<file path="src/rtl/keypad_scan_ctrl.sv">
// 4x4 matrix keypad scanner with whole-scan debounce, ghost lockout and press/release pulses.
// Optional auto-repeat of key_press is enabled by defining KEYPAD_AUTOREPEAT_EN.
module keypad_scan_ctrl #(
  parameter int SCAN_DIV       = 100000,
  parameter int DEBOUNCE_SCANS = 4,
  parameter int REPEAT_SCANS   = 64
) (
  input  logic       clk,
  input  logic       rst,
  input  logic       en,
  input  logic [3:0] row,
  output logic [3:0] col,
  output logic [3:0] key_code,
  output logic       key_down,
  output logic       key_press,
  output logic       key_release,
  output logic       multi
);

  localparam int DW = (SCAN_DIV > 1) ? $clog2(SCAN_DIV) : 1;
  localparam int SW = $clog2(DEBOUNCE_SCANS + 1);
  localparam logic [DW-1:0] LAST = DW'(SCAN_DIV - 1);

  if ((SCAN_DIV < 4) || (DEBOUNCE_SCANS < 1) || (REPEAT_SCANS < 1)) begin : g_param_check
    $error("keypad_scan_ctrl: unsupported parameter values");
  end

  typedef enum logic {IDLE, SCAN} state_t;
  typedef enum logic [1:0] {C_NONE, C_SINGLE, C_MULTI} cand_t;

  state_t          state, state_nxt;
  logic [1:0]      col_idx;
  logic [DW-1:0]   dwell;
  logic [11:0]     raw;
  cand_t           prev_kind;
  logic [3:0]      prev_code;
  logic [SW-1:0]   stable;

  logic [15:0]     scan_bits;
  logic [4:0]      ones;
  logic [3:0]      last_idx;
  cand_t           cand_kind;
  logic [3:0]      cand_code;
  logic [SW-1:0]   stable_nxt;
  logic            settled;
  logic            do_press;
  logic            do_release;

`ifdef KEYPAD_AUTOREPEAT_EN
  localparam int RW = $clog2(REPEAT_SCANS + 1);
  logic [RW-1:0]   rpt_cnt;
`endif

  always_ff @(posedge clk or negedge rst) begin
    if (!rst) state <= IDLE;
    else      state <= state_nxt;
  end

  always_comb begin
    state_nxt = state;
    case (state)
      IDLE:    if (en)  state_nxt = SCAN;
      SCAN:    if (!en) state_nxt = IDLE;
      default: state_nxt = IDLE;
    endcase
  end

  assign col = (state == SCAN) ? ~(4'b0001 << col_idx) : 4'b1111;

  // Candidate for the scan ending now: column 3 comes straight off the pins.
  always_comb begin
    scan_bits = {~row, raw};
    ones      = '0;
    last_idx  = '0;
    for (int i = 0; i < 16; i++) begin
      if (scan_bits[i]) begin
        ones     = ones + 5'd1;
        last_idx = 4'(i);
      end
    end
    cand_kind  = (ones == 5'd0) ? C_NONE : ((ones == 5'd1) ? C_SINGLE : C_MULTI);
    cand_code  = (cand_kind == C_SINGLE) ? last_idx : 4'd0;
    if ((cand_kind == prev_kind) && (cand_code == prev_code))
      stable_nxt = (stable == SW'(DEBOUNCE_SCANS)) ? stable : stable + SW'(1);
    else
      stable_nxt = SW'(1);
    settled    = (stable_nxt == SW'(DEBOUNCE_SCANS));
    do_press   = settled && (cand_kind == C_SINGLE) && (!key_down || (key_code != cand_code));
    do_release = settled && (cand_kind == C_NONE) && key_down;
  end

  always_ff @(posedge clk or negedge rst) begin
    if (!rst) begin
      col_idx     <= '0;
      dwell       <= '0;
      raw         <= '0;
      prev_kind   <= C_NONE;
      prev_code   <= '0;
      stable      <= '0;
      key_code    <= '0;
      key_down    <= 1'b0;
      key_press   <= 1'b0;
      key_release <= 1'b0;
      multi       <= 1'b0;
`ifdef KEYPAD_AUTOREPEAT_EN
      rpt_cnt     <= '0;
`endif
    end else begin
      key_press   <= 1'b0;
      key_release <= 1'b0;
      case (state)
        IDLE: begin
          if (en) begin
            col_idx <= '0;
            dwell   <= '0;
          end
        end
        SCAN: begin
          if (!en) begin
            col_idx   <= '0;
            dwell     <= '0;
            raw       <= '0;
            prev_kind <= C_NONE;
            prev_code <= '0;
            stable    <= '0;
`ifdef KEYPAD_AUTOREPEAT_EN
            rpt_cnt   <= '0;
`endif
            if (key_down) begin
              key_down    <= 1'b0;
              key_release <= 1'b1;
            end
          end else if (dwell == LAST) begin
            dwell   <= '0;
            col_idx <= col_idx + 2'd1;
            case (col_idx)
              2'd0: raw[3:0]  <= ~row;
              2'd1: raw[7:4]  <= ~row;
              2'd2: raw[11:8] <= ~row;
              default: begin
                multi     <= (cand_kind == C_MULTI);
                prev_kind <= cand_kind;
                prev_code <= cand_code;
                stable    <= stable_nxt;
                if (do_press) begin
                  key_code  <= cand_code;
                  key_down  <= 1'b1;
                  key_press <= 1'b1;
                end
                if (do_release) begin
                  key_down    <= 1'b0;
                  key_release <= 1'b1;
                end
`ifdef KEYPAD_AUTOREPEAT_EN
                if (do_press || do_release) begin
                  rpt_cnt <= '0;
                end else if (key_down && (cand_kind == C_SINGLE) && (cand_code == key_code)) begin
                  if (rpt_cnt == RW'(REPEAT_SCANS - 1)) begin
                    rpt_cnt   <= '0;
                    key_press <= 1'b1;
                  end else begin
                    rpt_cnt <= rpt_cnt + RW'(1);
                  end
                end else begin
                  rpt_cnt <= '0;
                end
`endif
              end
            endcase
          end else begin
            dwell <= dwell + DW'(1);
          end
        end
        default: ;
      endcase
    end
  end

endmodule

</file>
<file path="config.mk">
export PLATFORM = sky130hd
export DESIGN_NAME = keypad_scan_ctrl
export DESIGN_NICKNAME = d
export VERILOG_FILES = /design/src/rtl/keypad_scan_ctrl.sv
export SDC_FILE = /design/constraint.sdc
export NUM_CORES = 1
export LEC_CHECK = 0
export ABC_CLOCK_PERIOD_IN_PS = 18600
export BUFFER_PORTS_ARGS = -buffer_cell sky130_fd_sc_hd__buf_2
export CAP_MARGIN = 20
export CELL_PAD_IN_SITES_DETAIL_PLACEMENT = 0
export CELL_PAD_IN_SITES_GLOBAL_PLACEMENT = 1
export CORE_ASPECT_RATIO = 0.9
export CORE_MARGIN = 5
export CORE_UTILIZATION = 52
export CTS_CLUSTER_SIZE = 24
export DETAILED_ROUTE_END_ITERATION = 10
export PLACE_DENSITY = 0.95
export SETUP_SLACK_MARGIN = 0.5
export SLEW_MARGIN = 20
export SYNTH_ARGS = -nofsm -noshare
export SYNTH_HDL_FRONTEND = slang
export SYNTH_SLANG_ARGS = --single-unit
</file>
<file path="constraint.sdc">
create_clock -name clk -period 18.6 [get_ports clk]
set_clock_uncertainty 0.2 [all_clocks]
set_input_delay 1.86 -clock clk [delete_from_list [all_inputs] [get_ports clk]]
set_output_delay 1.86 -clock clk [all_outputs]
set_load 0.01 [all_outputs]
</file>
After elaboration in Yosys (flattened, before gate mapping)
Cells that the tools add are included.

cells by class
  add/subtract/negate cells = 18
  bitwise logic cells = 4
  reductions and logical operators = 19
  div/mod/pow operators = 0
  equal/unequal tests = 19
  order comparisons = 0
  shift-type cells = 1
  $mul = 0
  mux-type cells = 76

operators with widths
  cell                   count
  $mux 4                 22
  $add 5x1->5 const B    15
  $mux 5                 15
  $mux 17                3
  $pmux 17 s2            1
  $mux 12                2
  $mux 1                 19
  $add 17x1->17 const B  1
  $eq 17x17->1 const B   1
  $mux 2                 8
  $mux 3                 5
  $reduce_and 3->1       4
  $ne 2x1->1 const B     4
  $not 4->4              2
  $reduce_and 4->1       2
  $eq 3x3->1 const B     2
  $eq 5x1->1 const B     1
  $logic_and 1x1->1      5
  $logic_not 5->1        1
  $reduce_and 5->1       1
  $eq 2x1->1 const B     2
  $eq 2x2->1 const B     2
  $eq 4x4->1             1
  $logic_not 2->1        2
  14 further kinds       16

word-level totals
  bits in writable memories = 0
  register bits after elaboration = 49
  word-level logic and storage cells = 151
  memories kept = 0
  output and inout port bits = 12
  latch bits = 0
  input bits = 7
  bits in read-only memories = 0

Logic depth before layout (Yosys ltp)
Gate-level depths: netlist of the first run.

  depth after elaboration = 47
  mapped depth = 50
  mapped depth without buffers = 49

Worst setup path before layout of the first run
No wires, ideal clock.

  kind = reg2reg
  from = register raw[0]
  to = register key_code[0]
  required time = 18.275 ns
  period minus slack after synthesis = 10.726 ns
  stages on the path, launching flop included = 49
  setup time = 0.125 ns
  path buffers = 0
  data arrival time = 10.401 ns
  slack = 7.874 ns
  path through = dfrtp_1 > inv_1 > ha_1 > xnor2_2 > inv_1 > ha_1 > mux2_2 > ha_1 > mux2_2 > ha_1 > inv_1 > a22o_1 > nand2_1 > ha_1 > nand2b_1 > o21a_1 > ha_1 > mux2i_1 > [13 not listed] > ha_1 > inv_1 > o221ai_1 > ha_1 > mux2_2 > ha_1 > nand2_1 > a21boi_0 > inv_1 > ha_1 > nand2b_1 > or3_1 > o2bb2ai_1 > nor3b_2 > mux2i_1 > o41a_1 > or4_4 > mux2_4

between the ends
  longest elaborated chain between the ends = 43
  elaborated cells on any way between the ends = 47
  those cells by class = 15 x add/sub; 6 x eq/ne; 20 x mux; 6 x reduce/logical

ends and longest elaborated chain
  element                            line    text
  from (decl)                        34      logic [11:0] raw;
  from (signal assigned)             137     2'd0: raw[3:0] <= ~row;
  $mux 1 *                           76      if (scan_bits[i]) begin
  $add 5x1->5                        77      ones = ones + 5'd1;
  $mux 5 *                           76
  $add 5x1->5                        77
  $mux 5 *                           76
  $add 5x1->5                        77
  $mux 5 *                           76
  $add 5x1->5                        77
  [26 not listed]                    --
  $eq 2x1->1                         82, 88
  $mux 4                             82      cand_code = (cand_kind == C_SINGLE) ? last_idx : 4'd0;
  $eq 4x4->1                         83      if ((cand_kind == prev_kind) && (cand_code == prev_code))
  $logic_and 1x1->1                  83
  $mux 3                             83
  $eq 3x3->1                         87      settled = (stable_nxt == SW'(DEBOUNCE_SCANS));
  $logic_and 1x1->1 (2 in series)    88      do_press = settled && (cand_kind == C_SINGLE) && (!key_down || (key_code != cand_code));
  $reduce_and 5->1 (no source line)  --
  to (signal assigned)               146     key_code <= cand_code;
  to (decl)                          13      output logic [3:0] key_code,

Mark *: on every way between the ends. The rest lies on a longest branch, timed or not.
A chain may end at the register's enable or synchronous reset.

Final worst setup path of the first run
  from = register raw[0]
  to = register key_code[1]

The elaborated chain is that of the path after synthesis.

==> flow_metrics.tcl, run 1 <==
set metrics [dict create \
    cp.arrival_ps 11820 \
    yosysMostFrequentCell "nand2_1" \
    crit_path_start "raw[0]$_DFFE_PN0P_" \
    grt_pass1_wl_mm 16.3 \
    power_mw 0.766 \
    peakVddDrop_mv 0.0909 \
    whs_path_depth 2 \
    total_leakage_power_nw 2.05 \
    antenna_found_initial 0 \
    synth.area.top_cells "dfrtp_1, ha_1, xnor2_1" \
    place_congestion 0.833 \
    critical_path.max_fanout 13 \
    drv_cap 0 \
    fin_crit_sh_pct 63.7 \
    rsz0062_at_grt "false" \
    yosys_warnings 0 \
    dp_hpwl_mm 7.00 \
    layout.cells.non_filler 647 \
    setup_viol 0 \
    synth_cells 522 \
    maxSlewHeadroom_pct 41.8 \
    synth-edff-count 0 \
    cpPeakStageDelay_ps 690 \
    cp_slowest_cell "mux2i_1" \
    fp.dieW_microns 107 \
    cts_made_buffers 5 \
    die_area_sq_um 10500 \
    synthToLayoutAreaGrowth_pct 5.55 \
    hold_buffers 0 \
    syn_nets 552 \
    rows 32 \
    drc 0 \
    slew_viol_final 0 \
    r2r-start "raw[0]$_DFFE_PN0P_" \
    cp_data_required_time_ps 18590 \
    hold_viol 0 \
    drtIter0Drc 160 \
    min_path_type "reg -> reg" \
    postCtsSetupBuffers 0 \
    ys_ff_latch 49 \
    synthTopCellsByCount "nand2_1, o21ai_0, dfrtp_1, nor2_1, xnor2_1" \
    dr.pass1.iters 7 \
    clock-root-buffer "clkbuf_8" \
    drive_above_1_share_pct 12.7 \
    fp.dieH_microns 97.6 \
    dp.cells 641 \
    antenna_cells 0 \
    grt_pass1_vias 3508 \
    core-area_sq_um 8450 \
    portBuffers 18 \
    clk_path_buf_depth 2 \
    vias 3720 \
    routedWlPerCell_microns 14.2 \
    drt-total-wl_mm 9.19 \
    track_usage_pct 18.3 \
    avgViaCountPerCell 5.75 \
    htree_levels 2 \
    startpoint_type "flip-flop" \
    nets 559 \
    endpoint "key_code[1]$_DFFE_PN0P_" \
    synth_area_sq_um 4440 \
    clkTransAtPathRegs_ps 80 \
    fin_util_pct 55.5 \
    fin_crit_ps 11840 \
    gr-total-overflow 0 \
    async_flop_share_pct 100 \
    clk_latency_ps 300 \
    critical_path_class "reg -> reg" \
    synthFlopType "dfrtp_1" \
    rrSetupSlack_ps 6760 \
    status "finished, final reports clean" \
    seq_area_frac_synth_pct 27.6 \
    crit_top_cell "ha_1" \
    clock-sinks 49 \
    io_pins 19 \
    power_density_nw_per_um2 164 \
    dp_slack_ps 6800 \
    avgSynthCellArea_sq_um 8.50 \
    start_util_pct 52.5 \
    setup_slack_ps 6760 \
    tritoncts "built" \
    tns_ps 0 \
    r2r-end "key_code[1]$_DFFE_PN0P_" \
    cp-end-kind "flip-flop" \
    post_cts_resized 0 \
    fmax_ghz 0.0845 \
    synth_cell_types 73 \
    yosys.area.top_type "dfrtp_1" \
    tightest_slew_ps 848 \
    grt_max_degree 50 \
    r2r_cells 49 \
    final_antenna_net_count 0 \
    synth_top_area_share_pct 27.6 \
]
cell families (layout without fill, tap and decap cells):
group,count (synthesis),after routing,synth area share [%]
buffers and inverters,46,52,4.06
multiplexers,29,29,7.64
AO/OA/AOI/OAI,115,115,16.9
XOR/XNOR,58,58,14.8
adder cells (fa/ha/maj),23,23,6.48
flip-flops,49,49,27.6
AND/OR/NAND/NOR,202,202,22.5
layout by cell type, fill, tap and decap left out, drive strengths merged, types with 3 or more instances in the layout:
cell	instances
nand2	66
o21ai	50
dfrtp	49
nor2	49
xnor2	36
inv	27
ha	23
mux2	23
buf	19
nand3	15
xor2	15
a21oi	14
nor3	13
and3	12
nand4	8
nand2b	6
mux2i	6
nand3b	5
a31oi	5
clkbuf	5
xnor3	5
o21a	4
nor4b	4
a21o	4
nor3b	4
o221ai	3
nor4	3
or3	3
a21boi	3
and4	3
or4	3
a2111oi	3
critical path: cells and delay by family, from the launching register on:
| family | cells | cell delay, ps |
|---|---|---|
| AOI/OAI and AO/OA | 10 | 2140 |
| xor gates and xnor gates | 1 | 370 |
| adders and majority gates | 14 | 4030 |
| buffers and inverters | 7 | 570 |
| DFF | 1 | 370 |
| muxes | 9 | 2700 |
| and+or+nand+nor | 8 | 1340 |
report_power, final:
part | total (mW) | switching, mW | internal (mW)
Sequential | 0.122 | 0.0119 | 0.110
Combinational | 0.587 | 0.343 | 0.243
Clock | 0.0569 | 0.0322 | 0.0248
worst min path at each step:
stage	to	slack, ps	start
5_1_grt	multi$_DFFE_PN0P_	330	multi$_DFFE_PN0P_
4_1_cts	multi$_DFFE_PN0P_	290	multi$_DFFE_PN0P_
2_1_floorplan	prev_kind[1]$_DFFE_PN0P_	260	prev_kind[1]$_DFFE_PN0P_
3_3_place_gp	multi$_DFFE_PN0P_	260	multi$_DFFE_PN0P_
6_report	multi$_DFFE_PN0P_	290	multi$_DFFE_PN0P_
3_5_place_dp	multi$_DFFE_PN0P_	260	multi$_DFFE_PN0P_
area by class of cell:
cell class                 count  area (sq um)
fill                         762          3760
multi-input combinational    427          3030
sequential                    49          1230
tap                          119           149
inverter                      27           101
timing repair buffer          19           100
clock buffer                   5          68.8
clock inverter                 1          5.00
flip-flops by register name, summed over array words and instances (netlist names):
name         cells
key_press        1
key_release      1
key_down         1
state            1
prev_code        4
stable           3
key_code         4
prev_kind        2
dwell           17
multi            1
raw             12
col_idx          2
metrics by stage:
stage	area [sq um]	hold WS (ps)
after floorplan	4440	261
after global placement	4610	260
after detailed placement	4610	260
after CTS	4680	293
after global routing	4680	334
final	4680	288
per-layer routing:
metal | wire, microns | GRT usage (%) | up-vias | part of all wire (%)
li1 | - | - | 1874 | -
met1 | 4470 | 26.7 | 1776 | 49
met2 | 4350 | 29.2 | 60 | 47
met3 | 256 | 2.13 | 10 | 2.8
met4 | 111 | 4.08 | 0 | 1.2
met5 | 0 | 0 | - | 0
No activity file was read; power rests on OpenSTA's default activity.
==> run 2: changes to the inputs <==
--- a/config.mk
+++ b/config.mk
@@ -5,17 +5,18 @@
 export SDC_FILE = /design/constraint.sdc
 export NUM_CORES = 1
 export LEC_CHECK = 0
-export ABC_CLOCK_PERIOD_IN_PS = 18600
+export ABC_AREA = 1
+export ABC_CLOCK_PERIOD_IN_PS = 12000
 export BUFFER_PORTS_ARGS = -buffer_cell sky130_fd_sc_hd__buf_2
 export CAP_MARGIN = 20
 export CELL_PAD_IN_SITES_DETAIL_PLACEMENT = 0
 export CELL_PAD_IN_SITES_GLOBAL_PLACEMENT = 1
 export CORE_ASPECT_RATIO = 0.9
 export CORE_MARGIN = 5
-export CORE_UTILIZATION = 52
+export CORE_UTILIZATION = 45
 export CTS_CLUSTER_SIZE = 24
 export DETAILED_ROUTE_END_ITERATION = 10
-export PLACE_DENSITY = 0.95
+export PLACE_DENSITY = 0.92
 export SETUP_SLACK_MARGIN = 0.5
 export SLEW_MARGIN = 20
 export SYNTH_ARGS = -nofsm -noshare
==> constraint.sdc (replaced) <==
create_clock -name clk -period 12 [get_ports clk]
set_clock_uncertainty 0.2 [all_clocks]
set_input_delay 1.2 -clock clk [delete_from_list [all_inputs] [get_ports clk]]
set_output_delay 1.2 -clock clk [all_outputs]
set_load 0.01 [all_outputs]
==> flow_metrics.tcl, run 2 <==
set metrics [dict create \
    vias 4135 \
    ys_ff_latch 49 \
    start_util_pct 46.7 \
    met3_usage_pct 1.26 \
    setup_viol 0 \
    dr.pass1.iters 4 \
    async_flop_share_pct 100 \
    synth-simple-area-share_pct 44.6 \
    status "finished, final reports clean" \
    fin_crit_sh_pct 77.7 \
    synthTopCellsByCount "nand2_1, inv_1, nor2_1" \
    rsz0062_at_grt "false" \
    total_leakage_power_nw 2.66 \
    grt_busiest_layer "met2" \
    layout_common_cells "nand2_1, inv_1, nor2_1, nand2_2, dfrtp_1" \
    reg.largest.list "dwell x17, raw x12" \
    synth.area.top_cells "dfrtp_1, nand2_1, inv_1" \
    post_cts_resized 0 \
    grt_pass1_wl_mm 17.2 \
    final_common_cell "nand2_1" \
    drtIter0Drc 176 \
    tightest_slew_ps 792 \
    place_congestion 0.895 \
    hold_buffers 0 \
    min_path_type "reg -> reg" \
    final_antenna_net_count 0 \
    seq_area_frac_synth_pct 26.9 \
    r2r_cells 58 \
    setup_slack_ps 2670 \
    clock-sinks 49 \
    synth_top_family_by_area "simple AND/OR/NAND/NOR gates" \
    clkTransAtPathRegs_ps 60 \
    die_area_sq_um 12300 \
    cts_made_buffers 5 \
    avgViaCountPerCell 4.88 \
    grt_max_degree 50 \
    synth_area_sq_um 4570 \
    clk_path_buf_depth 2 \
    io_pins 19 \
    tritoncts "built" \
    portBuffers 18 \
    synthToLayoutAreaGrowth_pct 8.30 \
    yosys.area.top_type "dfrtp_1" \
    power_density_nw_per_um2 154 \
    power_mw 0.761 \
    grt_pass1_vias 3956 \
    cp_slowest_cell "dfrtp_1" \
    postCtsSetupBuffers 0 \
    path_buf_inv 7 \
    synth_mux_area_share_pct 0 \
    fp.dieW_microns 116 \
    drv_cap 0 \
    gr-total-overflow 0 \
    antenna_cells 0 \
    slew_viol_final 0 \
    crit_family "adder cells" \
    clock-root-buffer "clkbuf_16" \
    regMostFlops "dwell" \
    routedWlPerCell_microns 11.3 \
    antenna_found_initial 0 \
    synth_cells 698 \
    peakVddDrop_mv 0.0951 \
    avgSynthCellArea_sq_um 6.54 \
    synth_top_area_share_pct 26.9 \
    dp_slack_ps 2730 \
    nets 750 \
    fp.dieH_microns 106 \
    synthAdderAreaFrac_pct 6.30 \
    cp.arrival_ps 9290 \
    drt-total-wl_mm 9.53 \
    yosys_warnings 0 \
    crit_top_cell "nand2_1" \
    rows 34 \
    synth_cell_types 41 \
    crit_path_start "raw[1]$_DFFE_PN0P_" \
    drc 0 \
    r2r-end "key_code[3]$_DFFE_PN0P_" \
    met2_usage_pct 27.2 \
    dp_hpwl_mm 7.76 \
    fin_crit_ps 9330 \
    endpoint "key_code[3]$_DFFE_PN0P_" \
    tns_ps 0 \
    drive_above_1_share_pct 17.2 \
    core-area_sq_um 9780 \
    grt_util_met1_pct 23.4 \
    cp_data_required_time_ps 11960 \
    synth-xor-area-share_pct 1.15 \
    startpoint_type "flip-flop" \
    clk_latency_ps 280 \
    track_usage_pct 16.5 \
    syn_nets 728 \
    synthFlopType "dfrtp_1" \
    critical_path.max_fanout 9 \
    maxSlewHeadroom_pct 47.2 \
    hold_viol 0 \
    r2r-start "raw[1]$_DFFE_PN0P_" \
    path_depth 58 \
    largest_reg_flops 17 \
    fin_util_pct 50.5 \
    cp-end-kind "flip-flop" \
    cpPeakStageDelay_ps 390 \
    rrSetupSlack_ps 2670 \
    critical_path_class "reg -> reg" \
    fmax_ghz 0.107 \
    synth-edff-count 0 \
    htree_levels 2 \
    yosysMostFrequentCell "nand2_1" \
    synth_compound_area_share_pct 9.56 \
]
-- run 2: worst min path at each step --
stage / start / endpoint / slack, ps / cells past startpoint
3_5_place_dp: multi$_DFFE_PN0P_ / multi$_DFFE_PN0P_ / 290 / 2
4_1_cts: multi$_DFFE_PN0P_ / multi$_DFFE_PN0P_ / 300 / 2
3_3_place_gp: multi$_DFFE_PN0P_ / multi$_DFFE_PN0P_ / 260 / 2
2_1_floorplan: prev_code[2]$_DFFE_PN0P_ / prev_code[2]$_DFFE_PN0P_ / 270 / 2
6_report: multi$_DFFE_PN0P_ / multi$_DFFE_PN0P_ / 290 / 2
5_1_grt: multi$_DFFE_PN0P_ / multi$_DFFE_PN0P_ / 370 / 2
-- run 2: layout make-up --
cell class	instances	area [sq um]
clock buffers	7	133
clock inverters	1	7.51
fillers	1022	4840
inverters	136	510
multi-input cells	509	2810
flip-flops and latches	49	1230
well taps	126	158
repair buffers	19	97.6
-- run 2: logic make-up (layout without fill, tap and decap cells) --
logic type | after synthesis | after routing
AND/OR/NAND/NOR | 403 | 403
AO/OA/AOI/OAI | 77 | 77
flip-flops | 49 | 49
XOR/XNOR | 6 | 6
adder cells (fa/ha/maj) | 23 | 23
buffers and inverters | 140 | 163
-- run 2: layer usage --
layer  up-vias  routed length [microns]
met5         -                        0
met4         0                      129
met3        12                      130
met2        36                     4320
met1      1834                     4950
li1       2253                        -
-- run 2: power breakdown --
part / switching, mW / total (mW) / internal [mW]
clock: 0.0581 / 0.136 / 0.0774
sequential: 0.0101 / 0.181 / 0.171
combinational: 0.294 / 0.444 / 0.150
-- run 2: worst register-to-register path, delay by kind of cell (launching register included) --
kind | cells | cell delay, ps
adder cells (fa/ha/maj) | 14 | 3800
buffers and inverters | 7 | 530
AO/OA/AOI/OAI | 5 | 960
AND/OR/NAND/NOR | 32 | 3390
flip-flops | 1 | 390
-- run 2: per-stage QoR --
step	instance area [sq um]	cells	hold slack, ps
after detailed placement	4800	839	288
after global placement	4800	839	263
after CTS	4940	847	304
final	4940	847	294
after global routing	4940	847	367
after floorplan	4570	698	266
==> run 3: changes to the inputs <==
--- a/config.mk
+++ b/config.mk
@@ -6,7 +6,7 @@
 export NUM_CORES = 1
 export LEC_CHECK = 0
 export ABC_AREA = 1
-export ABC_CLOCK_PERIOD_IN_PS = 12000
+export ABC_CLOCK_PERIOD_IN_PS = 9300
 export BUFFER_PORTS_ARGS = -buffer_cell sky130_fd_sc_hd__buf_2
 export CAP_MARGIN = 20
 export CELL_PAD_IN_SITES_DETAIL_PLACEMENT = 0
==> constraint.sdc (replaced) <==
create_clock -name clk -period 9.3 [get_ports clk]
set_clock_uncertainty 0.2 [all_clocks]
set_input_delay 0.93 -clock clk [delete_from_list [all_inputs] [get_ports clk]]
set_output_delay 0.93 -clock clk [all_outputs]
set_load 0.01 [all_outputs]
==> flow_metrics.tcl, run 3 (synthesized netlist as in run 2, its figures left out) <==
set metrics [dict create \
    status "finished, final reports clean" \
    antenna_cells 0 \
    layout_common_cells "nand2_1, inv_1, nand2_2, nor2_1, dfrtp_1" \
    cp_data_required_time_ps 9280 \
    regMostFlops "dwell" \
    grt_pass1_vias 4245 \
    maxSlewHeadroom_pct 45.3 \
    power_density_nw_per_um2 224 \
    hold_buffers 0 \
    start_util_pct 46.7 \
    drive_above_1_share_pct 31.6 \
    r2r_cells 73 \
    place_congestion 0.895 \
    critical_path_class "reg -> reg" \
    routedWlPerCell_microns 13.0 \
    drtIter0Drc 225 \
    clock-sinks 49 \
    io_pins 19 \
    crit_family "simple AND/OR/NAND/NOR gates" \
    r2r-end "key_code[3]$_DFFE_PN0P_" \
    tns_ps 0 \
    track_usage_pct 18.0 \
    hold_viol 0 \
    design_area_sq_um 5810 \
    dr.pass1.iters 4 \
    dp_hpwl_mm 7.76 \
    drt-total-wl_mm 11.7 \
    total_leakage_power_nw 3.05 \
    fp.dieW_microns 116 \
    slew_viol_final 0 \
    grt_pass1_wl_mm 18.7 \
    cp-end-kind "flip-flop" \
    place_area_sq_um 4800 \
    path_buf_inv 26 \
    nets 796 \
    final_antenna_net_count 0 \
    r2r-start "raw[0]$_DFFE_PN0P_" \
    grt_max_degree 50 \
    clkTransAtPathRegs_ps 60 \
    rrSetupSlack_ps 710 \
    antenna_found_initial 0 \
    startpoint_type "flip-flop" \
    drc 0 \
    critical_path.max_fanout 7 \
    core-area_sq_um 9780 \
    tritoncts "built" \
    endpoint "key_code[3]$_DFFE_PN0P_" \
    clock-root-buffer "clkbuf_16" \
    fin_crit_ps 8590 \
    vias 4531 \
    crit_top_cell "nand2_4" \
    min_path_type "reg -> reg" \
    rows 34 \
    rsz0062_at_grt "false" \
    largest_reg_flops 17 \
    cp_slowest_cell "dfrtp_1" \
    crit_path_start "raw[0]$_DFFE_PN0P_" \
    htree_levels 2 \
    cp.arrival_ps 8560 \
    cts_made_buffers 5 \
    peakVddDrop_mv 0.152 \
    clk_latency_ps 290 \
    avgViaCountPerCell 5.07 \
    setup_viol 0 \
    synthToLayoutAreaGrowth_pct 27.2 \
    cpPeakStageDelay_ps 400 \
    clk_path_buf_depth 2 \
    fin_crit_sh_pct 92.3 \
    reg.largest.list "dwell x17, raw x12" \
    drv_cap 0 \
    path_depth 73 \
    portBuffers 18 \
    die_area_sq_um 12300 \
    tightest_slew_ps 820 \
    fmax_ghz 0.116 \
    fp.dieH_microns 106 \
    final_common_cell "nand2_1" \
    gr-total-overflow 0 \
]
## run 3: changes by cell type in the layout (fill, tap and decap cells not counted), moves of 4 or more
cell	previous run	this run
buf_4	1	33
buf_6	0	13
ha_1	23	13
ha_4	0	9
inv_1	125	118
inv_2	7	11
nand2_1	192	155
nand2_2	49	61
nand2_4	4	29
nand3_1	42	33
nand3_2	22	26
nand3_4	3	9
## run 3: metrics by stage
step                      worst slack, ps  utilization (%)  power, mW  std cells  hold slack [ps]
final                                 712             59.4       1.30        893              295
after global routing                  354             59.4       1.40        893              334
after CTS                             516             53.5       1.08        877              295
after detailed placement             12.8             49.1      0.812        839              279
after global placement                311             49.1      0.795        839              263
after floorplan                       723                -      0.710        698              266
## run 3: worst min path at each step
stage / from / endpoint / cells past startpoint
floorplan: prev_code[2]$_DFFE_PN0P_ / prev_code[2]$_DFFE_PN0P_ / 2
global placement: multi$_DFFE_PN0P_ / multi$_DFFE_PN0P_ / 2
detailed placement: multi$_DFFE_PN0P_ / multi$_DFFE_PN0P_ / 2
CTS: multi$_DFFE_PN0P_ / multi$_DFFE_PN0P_ / 2
global route: multi$_DFFE_PN0P_ / multi$_DFFE_PN0P_ / 2
finish: multi$_DFFE_PN0P_ / multi$_DFFE_PN0P_ / 2
## run 3: worst min-delay path: stages (launching register included)
cell and delay (ps):
dfrtp_1 340, nand2_1 60, nand2_1 60
## run 3: metal layers
| layer | GRT usage, % | up-vias | share of wire, % |
|---|---|---|---|
| met4 | 5.14 | 0 | 1.8 |
| li1 | - | 2334 | - |
| met2 | 30.0 | 66 | 50 |
| met3 | 2.18 | 19 | 2.8 |
| met5 | 0 | - | 0 |
| met1 | 24.5 | 2112 | 46 |
## run 3: cell type report
| class | count | area [sq um] |
|---|---|---|
| multi-input combinational | 510 | 3290 |
| timing repair buffer | 64 | 484 |
| tap | 126 | 158 |
| clock buffer | 8 | 136 |
| inverter | 136 | 518 |
| fill | 905 | 3980 |
| sequential | 49 | 1230 |
## run 3: report_power, final
group / internal, mW / total [mW] / switching [mW]
Clock: 0.100 / 0.174 / 0.0738
Sequential: 0.221 / 0.237 / 0.0156
Combinational: 0.375 / 0.890 / 0.515
Total: 0.696 / 1.30 / 0.604
## run 3: timing repair
action,CTS,global route
pin swaps,12,57
cloned,1,0
setup buffers,29,16
gates resized for setup,18,105
hold endpoints to repair,0,0
setup endpoints to repair,10,14
